==> config.mk <==
export PLATFORM = sky130hd
export DESIGN_NAME = dmem_arbiter
export DESIGN_NICKNAME = d
export VERILOG_FILES = /design/src/rtl/dmem_arbiter.sv
export SDC_FILE = /design/constraint.sdc
export NUM_CORES = 1
export LEC_CHECK = 0
export ABC_AREA = 1
export CORE_MARGIN = 2
export CORE_UTILIZATION = 49
export DETAILED_ROUTE_END_ITERATION = 10
export PLACE_DENSITY = 0.86
export SLEW_MARGIN = 20
export SYNTH_ARGS = -nofsm -noshare
export SYNTH_HDL_FRONTEND = slang
export SYNTH_SLANG_ARGS = --single-unit
==> constraint.sdc <==
create_clock -name clk -period 6.1 [get_ports clk]
set_input_delay 0.61 -clock clk [delete_from_list [all_inputs] [get_ports clk]]
set_output_delay 0.61 -clock clk [all_outputs]
set_load 0.1 [all_outputs]
==> src/rtl/dmem_arbiter.sv <==
// Round-robin arbiter sharing a word-organised data memory between two requesters,
// with sign/zero-extended sub-word loads and read-modify-write sub-word stores.
module dmem_arbiter #(
  parameter int unsigned DEPTH = 64
) (
  input  logic        clk,
  input  logic        rst,
  input  logic        p0_req,
  input  logic        p0_we,
  input  logic [1:0]  p0_size,
  input  logic        p0_unsigned,
  input  logic [31:0] p0_addr,
  input  logic [31:0] p0_wdata,
  output logic        p0_gnt,
  output logic        p0_done,
  output logic [31:0] p0_rdata,
  output logic        p0_err,
  input  logic        p1_req,
  input  logic        p1_we,
  input  logic [1:0]  p1_size,
  input  logic        p1_unsigned,
  input  logic [31:0] p1_addr,
  input  logic [31:0] p1_wdata,
  output logic        p1_gnt,
  output logic        p1_done,
  output logic [31:0] p1_rdata,
  output logic        p1_err,
  output logic [31:0] mem_a,
  output logic [31:0] mem_wd,
  output logic        mem_we,
  input  logic [31:0] mem_rd
);

  localparam int unsigned DW = 32;
  localparam logic [1:0] SZ_BYTE = 2'b00;
  localparam logic [1:0] SZ_HALF = 2'b01;
  localparam logic [1:0] SZ_WORD = 2'b10;

  typedef enum logic [1:0] {IDLE, ACCESS, WRITE, DONE} state_t;

  state_t         state;
  logic           last_gnt;
  logic           q_port;
  logic           q_we;
  logic           q_unsigned;
  logic [1:0]     q_size;
  logic [1:0]     q_lane;
  logic [DW-1:0]  q_wdata;
  logic [DW-1:0]  merge_buf;

  logic           any_req;
  logic           sel;
  logic           s_we;
  logic           s_unsigned;
  logic [1:0]     s_size;
  logic [DW-1:0]  s_addr;
  logic [DW-1:0]  s_wdata;
  logic           illegal;
  logic [7:0]     lane_b;
  logic [15:0]    lane_h;
  logic [DW-1:0]  load_val;
  logic [DW-1:0]  merged;

  // Winner selection and legality of the winning request
  always_comb begin
    any_req    = p0_req | p1_req;
    sel        = (p0_req & p1_req) ? ~last_gnt : p1_req;
    s_we       = sel ? p1_we       : p0_we;
    s_size     = sel ? p1_size     : p0_size;
    s_unsigned = sel ? p1_unsigned : p0_unsigned;
    s_addr     = sel ? p1_addr     : p0_addr;
    s_wdata    = sel ? p1_wdata    : p0_wdata;
    illegal    = (s_size == 2'b11)
               | ((s_size == SZ_HALF) & s_addr[0])
               | ((s_size == SZ_WORD) & (s_addr[1:0] != 2'b00))
               | (DW'(s_addr[31:2]) >= DEPTH);
  end

  // Load lane extraction/extension and sub-word merge into the buffered word
  always_comb begin
    lane_b = q_lane[1] ? (q_lane[0] ? mem_rd[31:24] : mem_rd[23:16])
                       : (q_lane[0] ? mem_rd[15:8]  : mem_rd[7:0]);
    lane_h = q_lane[1] ? mem_rd[31:16] : mem_rd[15:0];
    case (q_size)
      SZ_BYTE: load_val = q_unsigned ? {24'h000000, lane_b} : {{24{lane_b[7]}}, lane_b};
      SZ_HALF: load_val = q_unsigned ? {16'h0000, lane_h}   : {{16{lane_h[15]}}, lane_h};
      default: load_val = mem_rd;
    endcase
    merged = merge_buf;
    if (q_size == SZ_BYTE) merged[{q_lane, 3'b000} +: 8] = q_wdata[7:0];
    else                   merged[{q_lane[1], 4'b0000} +: 16] = q_wdata[15:0];
  end

  // Grant and memory write strobes; writes are blocked in any reset cycle
  always_comb begin
    p0_gnt = 1'b0;
    p1_gnt = 1'b0;
    mem_we = 1'b0;
    mem_wd = '0;
    if ((state == IDLE) && any_req && !rst) begin
      p0_gnt = ~sel;
      p1_gnt = sel;
    end
    if ((state == ACCESS) && q_we && (q_size == SZ_WORD)) begin
      mem_we = ~rst;
      mem_wd = q_wdata;
    end else if (state == WRITE) begin
      mem_we = ~rst;
      mem_wd = merged;
    end
  end

  always_ff @(posedge clk) begin
    if (rst) begin
      state      <= IDLE;
      last_gnt   <= 1'b1;
      q_port     <= 1'b0;
      q_we       <= 1'b0;
      q_unsigned <= 1'b0;
      q_size     <= 2'b00;
      q_lane     <= 2'b00;
      q_wdata    <= '0;
      merge_buf  <= '0;
      mem_a      <= '0;
      p0_done    <= 1'b0;
      p0_err     <= 1'b0;
      p0_rdata   <= '0;
      p1_done    <= 1'b0;
      p1_err     <= 1'b0;
      p1_rdata   <= '0;
    end else begin
      p0_done <= 1'b0;
      p0_err  <= 1'b0;
      p1_done <= 1'b0;
      p1_err  <= 1'b0;
      case (state)
        IDLE: begin
          if (any_req) begin
            last_gnt   <= sel;
            q_port     <= sel;
            q_we       <= s_we;
            q_size     <= s_size;
            q_unsigned <= s_unsigned;
            q_lane     <= s_addr[1:0];
            q_wdata    <= s_wdata;
            if (illegal) begin
              state   <= DONE;
              p0_done <= ~sel;
              p0_err  <= ~sel;
              p1_done <= sel;
              p1_err  <= sel;
            end else begin
              state <= ACCESS;
              mem_a <= {s_addr[31:2], 2'b00};
            end
          end
        end
        ACCESS: begin
          if (q_we && (q_size != SZ_WORD)) begin
            merge_buf <= mem_rd;
            state     <= WRITE;
          end else begin
            if (!q_we) begin
              if (q_port) p1_rdata <= load_val;
              else        p0_rdata <= load_val;
            end
            state   <= DONE;
            p0_done <= ~q_port;
            p1_done <= q_port;
          end
        end
        WRITE: begin
          state   <= DONE;
          p0_done <= ~q_port;
          p1_done <= q_port;
        end
        default: state <= IDLE;
      endcase
    end
  end

endmodule

==> out/results.env, run 1 <==
STATUS='complete, no violations'
FINAL-HOLD-VIOLATION-COUNT=0
REQUIRED_PS=5490
POST_DRT_WL_PER_CELL_UM=16.90
HOLDCRITSTARTPOINT='mem_a[26]'
POST-LAYOUT-TOTAL-POWER_mW=5.697
TIMING.MAX_SLEW.REL_SLACK=0.2769
CRIT_SLOWEST_CELL='sky130_fd_sc_hd__clkdlybuf4s50_1'
IOPINCOUNT=307
SYN_AREA_UM2=8820
MULTI_INPUT_AREA_UM2=4372
CLOCK_TREE_FROM_TRITONCTS='built'
PLACE.GP.CONGESTION=0.9587
MAXIMUM_BUFFER_DEPTH_OF_THE_CLOCK_TREE=2
ARRIVAL_PS=4250
LAYOUT.CELLS.MOST_COMMON='sky130_fd_sc_hd__clkdlybuf4s50_1'
CTS_SETUP_BUFFERS=0
GRT_PASS1_WL_UM=47320
PORT_BUFFERS=304
INSERTEDDIODECOUNT=0
DRTPASS1ITERATIONS=5
CHIPHEIGHT_UM=138.2
PLACE.DETAILED.HPWL_UM=21710
FIN_CRIT_PERIOD_PS=4859
FINALCLOCKSKEW_PS=8.384
HOLD_PATH_SINK='mem_a[26]'
SYNTHTOPCELLSBYAREA='sky130_fd_sc_hd__dfxtp_1 (39%), sky130_fd_sc_hd__nand2_1 (11%), sky130_fd_sc_hd__o21ai_0 (8.6%)'
SETUP_SLACK_PS=1241
FINAL_LAYOUT_SIZE_SUFFIX_GT1_FRAC=0.04858
SYNTH.FF_LATCH_COUNT=172
DESIGN.CORE.AREA_UM2=17840
HOLD_PATH.CLASS='flop to flop'
CPPEAKSTAGEDELAY_PS=1210
PLACEMENT.SETUP.WORST_SLACK_PS=1622
DESIGN_AREA_UM2=12450
PLACE_AREA_UM2=11850
SYNTH_CELLS=1285
YOSYSTOPAREACELLSHARE=0.3904
MAX_CAP_VIOLATIONS=0
MAXCLOCKFREQUENCY_GHz=0.2058
ROUTE.FINAL.WIRE_LENGTH_UM=29970
TOTAL_VIA_COUNT_AFTER_DETAILED_ROUTING=9790
POWER-PER-CELL-AREA_nW_PER_UM2=457.7
INITIAL_CORE_UTIL=0.4944
TRITONCTS_BUFFERS=17
ANTENNA_LEFT=0
FINALSETUPVIOLATIONS=0
START_KIND='flop'
SETUP-TNS-FINAL_PS=0
FIN_CRIT_SH=0.7966
TIMING.CRITICAL_PATH.CELLS='inv_1 > ha_1 > inv_1 > nor3_1 > a221oi_1 > o21ai_0 > clkdlybuf4s50_1'
CRITICAL_PATH.REG2REG.STARTPOINT='last_gnt'
CTS.CLK_SLEW.WORST_PATHS_PS=80
FINALMAXSLEWVIOLATIONS=0
VIASPERCELL=5.522
ANTENNA_FOUND_INITIAL=0
TIGHTEST_PIN_TRANSITION_PS=1083
SYNTH.YOSYS.SEQ_AREA_SHARE=0.3904
HOLD_DEPTH=2
CTS_HOLD_BUF=0
IR_WORST_VDD_mV=0.3736
GRT_MAX_DEGREE=142
SYNTH-WARNING-COUNT=0
R2R_SETUP_SLACK_PS=3260
CRITICALPATHCATEGORY='flop to output port'
GRT_USE_TOTAL=0.3032
CLOCK_TREE.ROOT_CELL='sky130_fd_sc_hd__clkbuf_16'
CRITPATHCAPTURETYPE='output port'
REG2REG_TO='mem_a[2]'
SEQCELLAREA_UM2=3443
CRIT_TOP_CELL='sky130_fd_sc_hd__inv_1'
STATIC-LEAKAGE-POWER_nW=5.515
SYNTH_TOP_CELL_BY_AREA='sky130_fd_sc_hd__dfxtp_1'
FF2FF_PATH_DEPTH=12
DESIGN.DIE.AREA_UM2=19090
POSTSYNTHAREAPERCELL_UM2=6.864
CRITPATHMAXFANOUT=15
DETAIL_ROUTE.DRC_VIOLATIONS=0
CLK_LATENCY_PS=440
DRT-INITIAL-DRC-COUNT=831
FINAL_NETS=1712
NUM-FILL-CELLS=1476
PLACEMENT_ROW_COUNT=49
NUMBER_OF_SINKS_ON_THE_CLOCK_NET=172
SYNTHDISTINCTLIBCELLS=39
DIE_W_UM=138.2
GRT_PASS1_VIAS=9182
RSZ_0062_RAISED_AFTER_GLOBAL_ROUTING='no'
FINAL_CELL_MIX='sky130_fd_sc_hd__clkdlybuf4s50_1 (295), sky130_fd_sc_hd__nand2_1 (264), sky130_fd_sc_hd__dfxtp_1 (172), sky130_fd_sc_hd__inv_1 (161), sky130_fd_sc_hd__o21ai_0 (152)'
CTS_REPAIR_RESIZE_COUNT=0
AREA_DELTA_SYNTH_FINAL_PCT=41.13
GRT-OVFL-TOTAL=0
CLOCK_TREE.HTREE_LEVEL_COUNT=4
-- area by class of cell --
class / count / share of cell area
Multi-Input combinational cell: 856 / 0.3512
Sequential cell: 172 / 0.2766
Timing Repair Buffer: 317 / 0.2508
Inverter: 167 / 0.05046
Clock buffer: 17 / 0.03418
Tap cell: 229 / 0.02302
Clock inverter: 15 / 0.01367
-- synth_stat cells (all sizes together) --
cell type / n
nand2: 267
conb: 1
buf: 30
o221ai: 8
o31ai: 1
nand3b: 22
o22ai: 23
nor2: 123
mux2i: 5
or2: 2
o21ai: 156
ha: 9
clkbuf: 61
o211ai: 9
a22oi: 13
a31oi: 35
a221o: 2
a221oi: 20
nand4: 1
a311oi: 1
o21bai: 24
inv: 164
clkinv: 3
nor3: 14
o311ai: 2
dfxtp: 172
nand3: 51
a32o: 7
a21oi: 59
-- flip-flops by register name (all words and copies together) (netlist names) --
register,flops
merge_buf,32
p0_rdata,32
p1_rdata,32
q_wdata,32
mem_a,30
q_lane,2
q_size,2
state,2
last_gnt,1
p0_done,1
p0_err,1
p1_done,1
p1_err,1
q_port,1
q_unsigned,1
q_we,1
-- logic make-up (layout without fill, tap and decap cells) --
group	count (synthesis)	after routing	synth area share
other	1	2	0.0004252
flip-flops	172	172	0.3904
multiplexers	5	5	0.005675
buffers and inverters	258	516	0.1166
AO/OA/AOI/OAI	360	360	0.2463
AND/OR/NAND/NOR	480	480	0.2278
adder cells (fa/ha/maj)	9	9	0.01277
-- power by group --
group          leakage (nW)  switching (mW)  internal [mW]
Sequential             1.40           0.176           1.37
Combinational          3.82            2.27          0.793
Clock                 0.288           0.536          0.554
Total                  5.51            2.98           2.72
-- per-stage QoR --
stage	cells	hold slack [ps]	utilization
after floorplan	1286	449.6	-
after global placement	1741	438.0	0.6641
after detailed placement	1741	446.5	0.6641
after CTS	1773	456.9	0.6975
after global routing	1773	474.2	0.6977
final	1773	454.9	0.6977
-- how the worst max path moves through the flow --
stage	start	to	slack [ps]	depth (start not counted)
final	q_lane[0]	mem_wd[23]	1240	7
after global routing	q_lane[0]	mem_wd[16]	1120	7
after CTS	q_lane[0]	mem_wd[16]	1400	7
after detailed placement	p1_req	p1_gnt	1620	4
after global placement	p1_req	p1_gnt	1620	4
after floorplan	q_lane[1]	mem_wd[16]	1160	9
-- metal layers --
| metal | track usage | wire length [µm] |
|---|---|---|
| met5 | 0 | 0 |
| met3 | 0.05542 | 2363 |
| met2 | 0.5120 | 14450 |
| met4 | 0.1079 | 966 |
| met1 | 0.3905 | 12190 |
-- critical path, delay by kind of cell, from the launching register on --
kind                       cells  cell delay, ps
and+or+nand+nor                1             760
buffers and inverters          3            1490
DFF                            1             660
AOI/OAI and AO/OA              2             520
adders and majority gates      1             370
Power figures use the tool's default switching activity.
==> run 2: changes to the inputs <==
Settings changed: CORE_UTILIZATION 49 to 46, PLACE_DENSITY 0.86 to 0.81.
Clock period 6.1 ns to 4.6 ns, I/O delays scaled along.
==> out/results.env, run 2 (synthesis gave the netlist of run 1 again) <==
CLK_LATENCY_PS=430  # about the same
SETUP-TNS-FINAL_PS=0  # unchanged
PLACE_AREA_UM2=11940  # +0.79%
STATIC-LEAKAGE-POWER_nW=5.615  # +1.8%
DESIGN.DIE.AREA_UM2=20300  # +6.3%
HOLDCRITSTARTPOINT='mem_a[3]'
IR_WORST_VDD_mV=0.3252  # -13%
CTS_SETUP_BUFFERS=0  # unchanged
CTS_REPAIR_RESIZE_COUNT=0  # unchanged
REG2REG_TO='mem_a[2]'
R2R_SETUP_SLACK_PS=1700  # -1560 ps
MAXCLOCKFREQUENCY_GHz=0.2727
NUMBER_OF_SINKS_ON_THE_CLOCK_NET=172  # unchanged
PLACE.GP.CONGESTION=0.9808  # +2.3%
FINAL_NETS=1715  # +0.18%
FIN_CRIT_SH=0.7971
PORT_BUFFERS=304  # unchanged
FINAL-HOLD-VIOLATION-COUNT=0  # unchanged
ARRIVAL_PS=3210  # -1040 ps
FF2FF_PATH_DEPTH=12  # unchanged
TOTAL_VIA_COUNT_AFTER_DETAILED_ROUTING=9783  # -0.072%
PLACEMENT.SETUP.WORST_SLACK_PS=1048  # -574.1 ps
FIN_CRIT_PERIOD_PS=3667
ROUTE.FINAL.WIRE_LENGTH_UM=30390  # +1.4%
INTERNAL_POWER_mW=3.743  # +38%
HOLD_PATH_SINK='mem_a[3]'
FINALMAXSLEWVIOLATIONS=0  # unchanged
GRT-OVFL-TOTAL=0  # unchanged
TIGHTEST_PIN_TRANSITION_PS=1011  # -71.98 ps
SETUP_SLACK_PS=933.5  # -307.5 ps
GRT_MAX_DEGREE=81  # -43%
CRITICALPATHCATEGORY='flop to output port'
DIE_W_UM=142.5  # +3.1%
START_KIND='flop'
SEQUENTIAL_SHARE_OF_POWER=0.268  # -0.003
FINAL_LAYOUT_SIZE_SUFFIX_GT1_FRAC=0.06723  # +0.01865
CHIPHEIGHT_UM=142.5  # +3.1%
POWER.SWITCHING_FRACTION=0.5096  # -0.01378
LAYOUT.CELLS.MOST_COMMON='sky130_fd_sc_hd__clkdlybuf4s50_1'
CLOCK_TREE.ROOT_CELL='sky130_fd_sc_hd__clkbuf_16'
DETAIL_ROUTE.DRC_VIOLATIONS=0  # unchanged
ANTENNA_LEFT=0  # unchanged
HOLD_DEPTH=2  # unchanged
IOPINCOUNT=307  # unchanged
CTS_HOLD_BUF=0  # unchanged
RSZ_0062_RAISED_AFTER_GLOBAL_ROUTING='no'
GRT_PASS1_WL_UM=47240  # -0.16%
CTS.CLK_SLEW.WORST_PATHS_PS=60  # -20 ps
FINAL_CELL_COUNT_NO_FILL=1781  # +0.45%
COMBPWRFRAC=0.538  # about the same
FINALCLOCKSKEW_PS=7.909  # -0.4751 ps
CRITPATHMAXFANOUT=15  # unchanged
TRITONCTS_BUFFERS=17  # unchanged
INSERTEDDIODECOUNT=0  # unchanged
DESIGN.CORE.AREA_UM2=18770  # +5.2%
CLOCK_TREE_FROM_TRITONCTS='built'
AREA_DELTA_SYNTH_FINAL_PCT=42.23
PLACE.DETAILED.HPWL_UM=22060  # +1.6%
INITIAL_CORE_UTIL=0.4699  # -0.02442
UTILIZATION=0.6684  # -0.02926
POST-LAYOUT-TOTAL-POWER_mW=7.632  # +34%
POST_DRT_WL_PER_CELL_UM=17.06  # +0.94%
HOLD_PATH.CLASS='flop to flop'
PLACEMENT_ROW_COUNT=50  # +2.0%
MAX_CAP_VIOLATIONS=0  # unchanged
CRITICAL_PATH.REG2REG.STARTPOINT='last_gnt'
POWER-PER-CELL-AREA_nW_PER_UM2=608.4  # +33%
FINAL.HOLD.WORST_SLACK_PS=455.2  # +0.3220 ps
DRTPASS1ITERATIONS=6  # +1
PLACED_CELLS=1749  # +0.46%
FINALSETUPVIOLATIONS=0  # unchanged
CLOCK_TREE.HTREE_LEVEL_COUNT=4  # unchanged
STATUS='complete, no violations'
VIASPERCELL=5.493  # -0.52%
CRITPATHCAPTURETYPE='output port'
MAXIMUM_BUFFER_DEPTH_OF_THE_CLOCK_TREE=2  # unchanged
DESIGN_AREA_UM2=12540  # +0.78%
PWR-SHARE-CLK=0.193  # +0.002
REQUIRED_PS=4140  # -1350 ps
FINAL_CELL_MIX='sky130_fd_sc_hd__clkdlybuf4s50_1 (269), sky130_fd_sc_hd__nand2_1 (264), sky130_fd_sc_hd__dfxtp_1 (172), sky130_fd_sc_hd__inv_1 (161), sky130_fd_sc_hd__o21ai_0 (144)'
GRT_USE_TOTAL=0.2942  # -0.009010
SWITCHING_COMPONENT_OF_THE_POWER_mW=3.889  # +30%
TIMING.MAX_SLEW.REL_SLACK=0.3236  # +0.04667
GRT_PASS1_VIAS=9052  # -1.4%
ANTENNA_FOUND_INITIAL=0  # unchanged
DRT-INITIAL-DRC-COUNT=807  # -2.9%
## run 2: changes by cell type in the layout (fill, tap and decap cells not counted), moves of 8 or more
| cell | delta |
|---|---|
| sky130_fd_sc_hd__o21ai_1 | +8 |
| sky130_fd_sc_hd__clkdlybuf4s50_1 | -26 |
| sky130_fd_sc_hd__o21ai_0 | -8 |
| sky130_fd_sc_hd__buf_4 | +20 |
| sky130_fd_sc_hd__buf_12 | +10 |
## run 2: layout make-up
class	count	area (µm²)
Timing Repair Buffer	320	3201
Sequential cell	172	3443
Inverter	167	628.1
Fill cell	1614	6223
Clock buffer	21	470.5
Tap cell	234	292.8
Clock inverter	11	132.6
Multi-Input combinational cell	856	4377
## run 2: power groups by stage
stage / clock network [mW] / logic (mW) / registers [mW]
after global routing: 1.55 / 4.38 / 2.08
after floorplan: 0 / 2.03 / 3.00
after detailed placement: 0 / 4.05 / 2.07
after global placement: 0 / 4.02 / 2.06
final: 1.47 / 4.11 / 2.05
after CTS: 1.49 / 4.07 / 2.04
## run 2: per-layer routing
layer,part of all wire,GRT usage,wire length [µm]
met5,0,0,0
met1,0.41,0.3779,12360
met4,0.038,0.1245,1166
met2,0.47,0.4777,14350
met3,0.083,0.06494,2507
## run 2: critical path, cell delays in order, from the launching register on
cell and delay, ps:
sky130_fd_sc_hd__dfxtp_1 620, sky130_fd_sc_hd__inv_1 200, sky130_fd_sc_hd__ha_1 360, sky130_fd_sc_hd__inv_1 60, sky130_fd_sc_hd__nor3_1 680, sky130_fd_sc_hd__a221oi_1 210
sky130_fd_sc_hd__o31ai_2 410, sky130_fd_sc_hd__buf_12 230
## run 2: worst max path at each step
stage | from | slack (ps) | end | depth (start not counted)
2_1_floorplan | q_lane[1] | 610 | mem_wd[10] | 10
3_3_place_gp | p0_req | 1130 | mem_a[2] | 13
3_5_place_dp | p0_req | 1050 | mem_a[2] | 13
4_1_cts | q_lane[0] | 990 | mem_wd[16] | 7
5_1_grt | q_lane[0] | 780 | mem_wd[16] | 7
6_report | q_lane[0] | 930 | mem_wd[16] | 7
==> run 3: changes to the inputs <==
Settings changed: CORE_UTILIZATION 46 to 41, PLACE_DENSITY 0.81 to 0.77.
Clock period 4.6 ns to 3.06 ns, I/O delays scaled along.
==> out/results.env, run 3 (synthesis gave the netlist of run 1 again) <==
STATUS='complete, no violations'
FIN_CRIT_PERIOD_PS=2977
DESIGN.DIE.AREA_UM2=22700  # +12%
NUMBER_OF_SINKS_ON_THE_CLOCK_NET=172  # unchanged
REG2REG_TO='merge_buf[14]'
FF2FF_PATH_DEPTH=8  # -4
CLOCK_TREE.HTREE_LEVEL_COUNT=4  # unchanged
SEQCELLAREA_UM2=3443  # unchanged
CRITICAL_PATH.REG2REG.STARTPOINT='state[1]'
PLACE.DETAILED.HPWL_UM=23100  # +4.7%
FIN_CRIT_SH=0.9730
PLACEMENT_ROW_COUNT=53  # +6.0%
CRITPATHCAPTURETYPE='output port'
STATIC-LEAKAGE-POWER_nW=5.847  # +4.1%
GRT_USE_TOTAL=0.2643  # -0.02998
CLOCK_TREE.ROOT_CELL='sky130_fd_sc_hd__clkbuf_16'
TIGHTEST_PIN_TRANSITION_PS=1115  # +103.3 ps
ANTENNA_FOUND_INITIAL=1  # +1
POWER-PER-CELL-AREA_nW_PER_UM2=917.1  # +51%
PLACE.GP.CONGESTION=0.9257  # -5.6%
PORT_BUFFERS=304  # unchanged
DESIGN.CORE.AREA_UM2=21090  # +12%
VIASPERCELL=5.277  # -3.9%
TIMING.MAX_SLEW.REL_SLACK=0.2560  # -0.06755
DRT-INITIAL-DRC-COUNT=666  # -17%
ANTENNA_LEFT=0  # unchanged
START_KIND='flop'
NUM-FILL-CELLS=1895  # +17%
CRITICALPATHCATEGORY='flop to output port'
FINAL.HOLD.WORST_SLACK_PS=438.4  # -16.75 ps
AREA_DELTA_SYNTH_FINAL_PCT=49.52
CRIT_PATH_START='q_lane[1]'
HOLD_PATH.CLASS='input pin to flop'
GRT_PASS1_VIAS=8983  # -0.76%
ARRIVAL_PS=2670  # -540 ps
CTS_HOLD_BUF=0  # unchanged
GRT_PASS1_WL_UM=46940  # -0.64%
RSZ_0062_RAISED_AFTER_GLOBAL_ROUTING='no'
ROUTE.FINAL.WIRE_LENGTH_UM=31080  # +2.3%
DETAIL_ROUTE.DRC_VIOLATIONS=0  # unchanged
IOPINCOUNT=307  # unchanged
GRT-OVFL-TOTAL=0  # unchanged
CLK_LATENCY_PS=440  # about the same
MAX_CAP_VIOLATIONS=0  # unchanged
INITIAL_CORE_UTIL=0.4182  # -0.05169
HOLDCRITSTARTPOINT='p1_wdata[4]'
CTS_REPAIR_RESIZE_COUNT=0  # unchanged
CTS.CLK_SLEW.WORST_PATHS_PS=70  # about the same
MAXIMUM_BUFFER_DEPTH_OF_THE_CLOCK_TREE=2  # unchanged
DIE_W_UM=150.7  # +5.8%
MAXCLOCKFREQUENCY_GHz=0.3359
R2R_SETUP_SLACK_PS=510  # -1190 ps
CTS_SETUP_BUFFERS=0  # unchanged
FINAL_LAYOUT_SIZE_SUFFIX_GT1_FRAC=0.1157  # +0.04845
WORSTSETUPENDPOINT='mem_wd[10]'
FINAL_NETS=1724  # +0.52%
IR_WORST_VDD_mV=0.5547  # +71%
DESIGN_AREA_UM2=13190  # +5.1%
POST_DRT_WL_PER_CELL_UM=16.96  # -0.62%
CRITPATHMAXFANOUT=14  # -1
FINALSETUPVIOLATIONS=0  # unchanged
CLOCK_TREE_FROM_TRITONCTS='built'
GRT_MAX_DEGREE=112  # +38%
DRTPASS1ITERATIONS=6  # unchanged
FINALMAXSLEWVIOLATIONS=0  # unchanged
FINAL-HOLD-VIOLATION-COUNT=0  # unchanged
MULTI_INPUT_AREA_UM2=4633  # +5.9%
TRITONCTS_BUFFERS=17  # unchanged
LAYOUT.CELLS.MOST_COMMON='sky130_fd_sc_hd__nand2_1'
TOTAL_VIA_COUNT_AFTER_DETAILED_ROUTING=9672  # -1.1%
FINAL_CELL_MIX='sky130_fd_sc_hd__nand2_1 (263), sky130_fd_sc_hd__clkdlybuf4s50_1 (229), sky130_fd_sc_hd__dfxtp_1 (172), sky130_fd_sc_hd__inv_1 (159), sky130_fd_sc_hd__o21ai_0 (144)'
FINALCLOCKSKEW_PS=18.24  # +10.33 ps
REQUIRED_PS=2750  # -1390 ps
PLACE_AREA_UM2=12540  # +5.0%
CHIPHEIGHT_UM=150.7  # +5.8%
SETUP-TNS-FINAL_PS=0  # unchanged
==> run 3: worst min-delay path by stage <==
stage          cells past startpoint       endpoint
2_1_floorplan                      2  merge_buf[16]
4_1_cts                            3     q_wdata[1]
3_3_place_gp                       2       mem_a[4]
6_report                           3     q_wdata[4]
5_1_grt                            3     q_wdata[0]
3_5_place_dp                       2       mem_a[6]
==> run 3: routing by layer <==
layer,wire (µm),share of wire,GRT usage,vias up
li1,-,-,-,4774
met1,13030,0.42,0.3393,4447
met2,14880,0.48,0.4357,390
met3,2249,0.072,0.06030,61
met4,924,0.030,0.09346,0
met5,0,0,0,-
==> run 3: worst max-delay path, stage by stage, from the launching register on <==
cell and delay [ps]:
sky130_fd_sc_hd__dfxtp_1 380, sky130_fd_sc_hd__inv_2 150, sky130_fd_sc_hd__ha_1 340, sky130_fd_sc_hd__nand2_1 310, sky130_fd_sc_hd__o22ai_1 140, sky130_fd_sc_hd__a221oi_1 540
sky130_fd_sc_hd__o22ai_4 150, sky130_fd_sc_hd__buf_12 220
==> run 3: power breakdown <==
group | switching, mW | total, mW | leakage (nW) | internal, mW
clock | 0.975 | 2.31 | 0.299 | 1.34
sequential | 0.340 | 3.07 | 1.40 | 2.73
combinational | 4.81 | 6.71 | 4.15 | 1.90
==> run 3: final cells by class <==
type / count / share of cell area
multi-input cells: 856 / 0.3513
diodes: 2 / 0.0003795
well taps: 275 / 0.02609
repair inverters: 1 / 0.0003795
flip-flops and latches: 172 / 0.2611
inverters: 167 / 0.04791
repair buffers: 328 / 0.2656
clock buffers: 20 / 0.03387
clock inverters: 12 / 0.01338
==> run 3: metrics by stage <==
step | power [mW] | utilization | setup WS (ps) | std cells
floorplan | 7.778 | - | -237.4 | 1286
global placement | 9.654 | 0.5945 | 338.9 | 1798
detailed placement | 9.726 | 0.5945 | 238.7 | 1798
CTS | 12.04 | 0.6241 | 47.37 | 1830
global route | 12.67 | 0.6253 | 15.90 | 1832
finish | 12.09 | 0.6254 | 82.65 | 1833
